**src/rtl/relm_fp_normalize.sv**
```systemverilog
// rtl/relm_fp_normalize.sv - 3-stage mantissa normalize/round/pack to IEEE-754 single
// Optional round-to-nearest-even selected by `RELM_FP_RNE_EN (default build truncates).
module relm_fp_normalize #(
    parameter int WD = 32
) (
    input  logic          clk,
    input  logic          rst,
    input  logic          in_valid,
    output logic          in_ready,
    input  logic [WD-1:0] in_mant,
    input  logic [WD-1:0] in_info,
    output logic          out_valid,
    input  logic          out_ready,
    output logic [WD-1:0] out_data
);

    logic advance;
    assign advance  = !out_valid || out_ready;
    assign in_ready = advance;

    logic info_unused;
    assign info_unused = ^in_info[20:0];

    // Stage 1: leading-one detect
    logic [4:0] lod_k;
    always_comb begin
        lod_k = '0;
        for (int i = 0; i < WD; i++) begin
            if (in_mant[i]) lod_k = i[4:0];
        end
    end

    logic          s1_valid, s2_valid;
    logic [WD-1:0] s1_mant;
    logic [4:0]    s1_k;
    logic [7:0]    s1_exp;
    logic          s1_sign, s1_inf, s1_zero, s1_mzero;

    // Stage 2: shift the leading one to bit 31, then round below bit 8
    logic [WD-1:0]      norm;
    logic [22:0]        frac;
    logic               round_inc;
    logic [23:0]        rounded;
    logic signed [9:0]  e_norm;

    assign norm   = s1_mant << (5'd31 - s1_k);
    assign frac   = norm[30:8];
    assign e_norm = {2'b00, s1_exp} + {5'b00000, s1_k} - 10'd30;

`ifdef RELM_FP_RNE_EN
    logic guard, sticky;
    assign guard     = norm[7];
    assign sticky    = |norm[6:0];
    assign round_inc = guard & (sticky | frac[0]);
`else
    logic rnd_unused;
    assign rnd_unused = ^norm[7:0];
    assign round_inc  = 1'b0;
`endif

    assign rounded = {1'b0, frac} + {23'd0, round_inc};

    logic [22:0]       s2_frac;
    logic              s2_carry;
    logic signed [9:0] s2_e;
    logic              s2_sign, s2_inf, s2_zero, s2_mzero;

    // Stage 3: fold in the rounding carry, then saturate/flush and pack
    logic signed [9:0] e_fin;
    logic [WD-1:0]     packed_res;

    assign e_fin = s2_e + {9'd0, s2_carry};

    always_comb begin
        packed_res = {s2_sign, e_fin[7:0], s2_frac};
        if (s2_inf && s2_zero)
            packed_res = {s2_sign, 8'hFF, 1'b1, 22'd0};
        else if (s2_inf)
            packed_res = {s2_sign, 8'hFF, 23'd0};
        else if (s2_zero || s2_mzero)
            packed_res = {s2_sign, 31'd0};
        else if (e_fin >= 10'sd255)
            packed_res = {s2_sign, 8'hFF, 23'd0};
        else if (e_fin <= 10'sd0)
            packed_res = {s2_sign, 31'd0};
    end

    always_ff @(posedge clk or posedge rst) begin
        if (rst) begin
            s1_valid  <= 1'b0;
            s2_valid  <= 1'b0;
            out_valid <= 1'b0;
            out_data  <= '0;
        end else if (advance) begin
            s1_valid  <= in_valid;
            s2_valid  <= s1_valid;
            out_valid <= s2_valid;
            if (s2_valid) out_data <= packed_res;
        end
    end

    // Datapath registers carry no meaning while their valid bit is low
    always_ff @(posedge clk) begin
        if (advance) begin
            s1_mant  <= in_mant;
            s1_k     <= lod_k;
            s1_exp   <= in_info[30:23];
            s1_sign  <= in_info[31];
            s1_inf   <= in_info[22];
            s1_zero  <= in_info[21];
            s1_mzero <= (in_mant == '0);
            s2_frac  <= rounded[22:0];
            s2_carry <= rounded[23];
            s2_e     <= e_norm;
            s2_sign  <= s1_sign;
            s2_inf   <= s1_inf;
            s2_zero  <= s1_zero;
            s2_mzero <= s1_mzero;
        end
    end

endmodule
```
**config.mk**
```make
export PLATFORM = sky130hd
export DESIGN_NAME = relm_fp_normalize
export DESIGN_NICKNAME = d
export VERILOG_FILES = /design/src/rtl/relm_fp_normalize.sv
export SDC_FILE = /design/constraint.sdc
export NUM_CORES = 1
export LEC_CHECK = 0
export ABC_AREA = 1
export CAP_MARGIN = 20
export CORE_MARGIN = 10
export CORE_UTILIZATION = 40
export DETAILED_ROUTE_END_ITERATION = 6
export PLACE_DENSITY = 0.7
export SETUP_SLACK_MARGIN = 0.1
export SLEW_MARGIN = 20
export SYNTH_ARGS = -nofsm -noshare
export SYNTH_HDL_FRONTEND = slang
export SYNTH_SLANG_ARGS = --single-unit
```
**constraint.sdc**
```tcl
create_clock -name clk -period 5.5 [get_ports clk]
set_clock_uncertainty 0.05 [all_clocks]
set_input_delay 0.825 -clock clk [delete_from_list [all_inputs] [get_ports clk]]
set_output_delay 0.825 -clock clk [all_outputs]
set_load 0.02 [all_outputs]
```
After elaboration in Yosys (flattened, before gate mapping)
Index checks and enable logic that the tools add are counted.
{"block": "op_classes", "add_sub_neg": 3, "order_cmp": 2, "shifts": 1, "reduce_logical": 10, "n_mux": 35}
{"operator": "$mux 31", "n": 5}
{"operator": "$mux 5", "n": 14}
{"operator": "$logic_not 32->1", "n": 1}
{"operator": "$mux 4", "n": 8}
{"operator": "$shl 32x5->31", "n": 1}
{"operator": "$reduce_or 16->1", "n": 1}
{"operator": "$mux 3", "n": 4}
{"operator": "$ge 10x9->1 const B", "n": 1}
{"operator": "$le 10x1->1 const B", "n": 1}
{"operator": "$sub 9x5->10 const B", "n": 1}
{"operator": "$add 8x5->9", "n": 1}
{"operator": "$reduce_or 8->1", "n": 1}
{"operator": "$sub 5x5->5 const A", "n": 1}
{"operator": "$mux 2", "n": 2}
{"operator": "$reduce_or 4->1", "n": 1}
{"operator": "$logic_or 1x1->1", "n": 2}
{"operator": "$mux 1", "n": 2}
{"operator": "$reduce_and 2->1", "n": 1}
{"operator": "$reduce_or 2->1", "n": 1}
{"operator": "$logic_and 1x1->1", "n": 1}
{"operator": "$logic_not 1->1", "n": 1}
{"block": "word_totals", "input_bits": 68, "out_inout_bits": 34, "elab_cells": 72, "register_bits": 121}

Longest topological paths before layout
{"block": "logic_depth", "ltp_word": 30, "ltp_mapped": 29, "mapped_depth_nobuf": 29}

Least setup slack after synthesis
No wires, ideal clock.
{"block": "synth_timing", "path_kind": "input port to output port", "from": "input port out_ready", "to": "output port in_ready", "stages": 2, "path_slack_ns": 1.938, "n_path_buf": 0, "required_ns": 4.625, "t_arrival_ns": 2.687, "path_cell_list": "nor2_1 > inv_1"}
{"block": "synth_between", "elab_chain_cells": 1}
{"item": "start: declaration", "line": "13", "source": "input logic out_ready,"}
{"item": "$logic_or 1x1->1", "line": "18", "source": "assign advance = !out_valid || out_ready;"}
{"item": "end: declaration", "line": "9", "source": "output logic in_ready,"}
Every way passes these cells.

Worst setup path after layout
{"block": "layout_timing", "from": "register s1_k[1]", "to": "register s2_e[9], data pin"}
{"block": "layout_between", "elab_chain_cells": 2}
{"item": "start: declaration", "line": "35", "source": "logic [4:0] s1_k;"}
{"item": "start signal: assignment", "line": "106", "source": "s1_k <= lod_k;"}
{"item": "$add 8x5->9", "line": "48", "source": "assign e_norm = {2'b00, s1_exp} + {5'b00000, s1_k} - 10'd30;"}
{"item": "$sub 9x5->10", "line": "48"}
{"item": "named net e_norm[9]", "line": "44", "source": "logic signed [9:0] e_norm;"}
{"item": "end signal: assignment", "line": "114", "source": "s2_e <= e_norm;"}
{"item": "end: declaration", "line": "65", "source": "logic signed [9:0] s2_e;"}
The timed path passes the listed nets, and every way through them passes these cells.
A chain may end at the register's enable or synchronous reset.

==> results.md <==
- Worst vdd ir: 238.0 uV
- Vias: between 4,000 and 5,000
- Vias in the first global route: between 4,000 and 5,000
- YS warnings: 0
- Primary FF master, synth: edfxtp_1
- Layout cell share with drive strength beyond 1: 4.930%
- Crit path launch type: flop
- Num CTS Buffers: 17
- ANT cells: 0
- Worst Max-Slew Pin Slew: 1019 ps
- Post-Syn Nets: 792
- Clock Sinks: 120
- Max_slew headroom: 32.07%
- Total GRT Usage: 13.04%
- First-pass GRT wire length: between 20 and 25 mm
- Setup TNS: 0 ps
- GPL Wtd Cong: around 0.87
- Ports: 102
- Cell repeated most along the worst path: inv_1
- CTS root buffer: clkbuf_16
- Final min period: between 3000 and 4000 ps
- WP buf/inv: 3
- Cell Int Power: 2.213 mW
- CP top delay family: adder cells
- Mapped Area: 6151 um^2
- Comb pwr share: a little over a quarter
- P_leak: 3.319 nW
- Synth Instances: 709
- Crit path depth: 10
- # Max-Cap Violations: 0
- CP cell instances: inv_1, ha_1, inv_1, ha_1, inv_1, fa_1, o21ai_0, a21oi_1, o21bai_1, a21boi_0
- DRT Wirelength: 12.86 mm
- Area leader, netlist: edfxtp_1
- Via/cell ratio: roughly 4.8
- Setup crit start: s1_k[1]
- Asr flop ratio synth: 29.17%
- CP Capture Point: s2_e[9]
- Final Non-Filler Cells: 979
- Netlist cell types: 34
- Clk buf depth: 2
- Gr ovfl total: 0
- Drt pass-1 iters: 5
- Share of the synthesized area in the top cell type: 41.50%
- CTS tree: done
- CP Capture Type: flop
- Dpl cells: 947
- Die area: just over 20,000 um^2
- Mean post-synth cell area: 8.675 um^2
- Required time worst endpoint: roughly 5600 ps
- Hold Buf Count CTS: 0
- Sequential-to-total area share from yosys stat: 55.74%
- Final #Nets: ~860
- Register-to-Register Path Depth: 10
- DP HPWL: about 9.6 mm
- DRC: 0
- DR iter-0 viols: 348
- Synth area leaders: edfxtp_1 (41%), dfrtp_1 (14%), nand2_1 (12%)
- Initial Utilization: about two fifths
- Final setup fails: 0
- PnR Total Power: 3.249 mW
- Worst-path clk slew: 60 ps
- Area Growth Syn to Fin: 24.29%
- Sw frac: 31.88%
- Post-synth EDFFs: 85
- Crit-path max cell delay: about 870 ps
- Critical path class: flop to flop
- Final Cycle Share: 66.38%
- Final Hold Fails: 0
- Leading cell types in the layout, fill and taps excluded: nand2_1 (198), o21ai_0 (99), edfxtp_1 (85)
- Max-slew violation count: 0
- CTS H-tree depth: 4
- Number of port buffers: 80
- Die W: 144.0 um
- Power per cell area: about 420 nW/um^2
- Die height: 144.0 um
- Gates resized, CTS repair: 0
- Wire per inst: 13.13 um
- FF-to-FF setup slack: roughly 1800 ps
- Worst Min Path Start: s1_inf
- Worst r2r src: s1_k[1]
- Worst min path class: flop to flop
- Yosys reg bits: 120
- Most common cell after layout, fill and taps aside: nand2_1
- Largest net degree at the start of global routing: between 50 and 60
- Worst r2r dst: s2_e[9]
- CP arrival: ~3800 ps
- Psw: between 1 and 1.5 mW
- Initial antenna violation count: 0
- CP max FO: 33
- Clock power frac: 31.8%
- Core area: around 15,000 um^2
- Clock Latency Late Sink: 420 ps
- Flop pwr share: approximately two fifths
- RSZ-0062 raised after global routing: false
- Post-CTS Setup Bufs: 0
- ANT nets after route: 0
- Status: complete, no violations
- Fmax: 273.9 MHz
- Std cell rows: 45
- Crit path max-delay cell type: edfxtp_1
cell families after synthesis:
group                    synth area share, %
AND/OR/NAND/NOR                        19.69
AO/OA/AOI/OAI                          12.86
flip-flops                             55.74
buffers and inverters                  7.038
adder cells (fa/ha/maj)                3.173
XOR/XNOR                              0.8543
multiplexers                          0.6510
worst reg2reg max path: stages, from the launching register on:
cell and delay [ps]:
edfxtp_1 870, inv_1 640, ha_1 460, inv_1 50, ha_1 150, inv_1 50, fa_1 390, o21ai_0 290
a21oi_1 110, o21bai_1 200, a21boi_0 120
cell type report:
| type | instances | area [um^2] |
|---|---|---|
| flip-flops and latches | 120 | 3428 |
| clock inverters | 12 | 87.58 |
| fillers | 1422 | 7501 |
| repair buffers | 82 | 815.8 |
| clock buffers | 20 | 479.2 |
| multi-input cells | 475 | 2290 |
| inverters | 82 | 309.0 |
| well taps | 188 | 235.2 |
how the worst min path moves through the flow:
| stage | endpoint | cells after the start |
|---|---|---|
| final | s2_inf | 0 |
| after detailed placement | s2_inf | 0 |
| after floorplan | s2_inf | 0 |
| after global routing | s2_inf | 0 |
| after CTS | s2_inf | 0 |
| after global placement | s2_inf | 0 |
synth_stat cells, drive strengths merged (4+ instances only):
cell	n
o211ai	4
nand3	36
a21oi	26
edfxtp	85
nor2	48
o21ai	104
ha	14
nor4	4
o22ai	8
mux2i	4
nand2	198
buf	11
clkbuf	21
inv	81
xor2	4
nor3	7
dfrtp	35
layer usage:
metal	vias up	global-route usage, %	wire (um)
met1	2114	17.29	6225
met5	-	0	0
met2	104	19.22	5641
met4	0	5.750	216
met3	15	3.969	773
li1	2512	-	-
power by group through the flow:
stage / clock [mW] / sequential (mW) / combinational (mW)
global route: 1.10 / 1.39 / 0.978
finish: 1.03 / 1.36 / 0.857
floorplan: 0 / 1.42 / 0.500
detailed placement: 0 / 1.38 / 0.864
CTS: 1.06 / 1.36 / 0.868
global placement: 0 / 1.37 / 0.852
registers in the layout (all words and copies together), names as in the netlist:
signal,flops
s1_valid,1
s1_sign,1
s1_zero,1
s1_mant,31
s2_frac,23
s2_e,10
s1_inf,1
s2_mzero,1
s2_inf,1
s1_exp,8
s1_mzero,1
s2_sign,1
out_valid,1
out_data,32
s1_k,5
s2_zero,1
s2_valid,1
per-stage QoR:
stage / util, % / hold slack [ps] / worst slack (ps) / area, um^2
CTS: 50.48 / 368.4 / 1814 / 7645
floorplan: - / 350.3 / 1938 / 6151
global route: 50.48 / 389.0 / 1489 / 7645
detailed placement: 46.73 / 354.5 / 1799 / 7078
global placement: 46.73 / 352.8 / 1816 / 7078
finish: 50.48 / 368.7 / 1849 / 7645
Note: power is estimated with default switching activity, not from simulation.
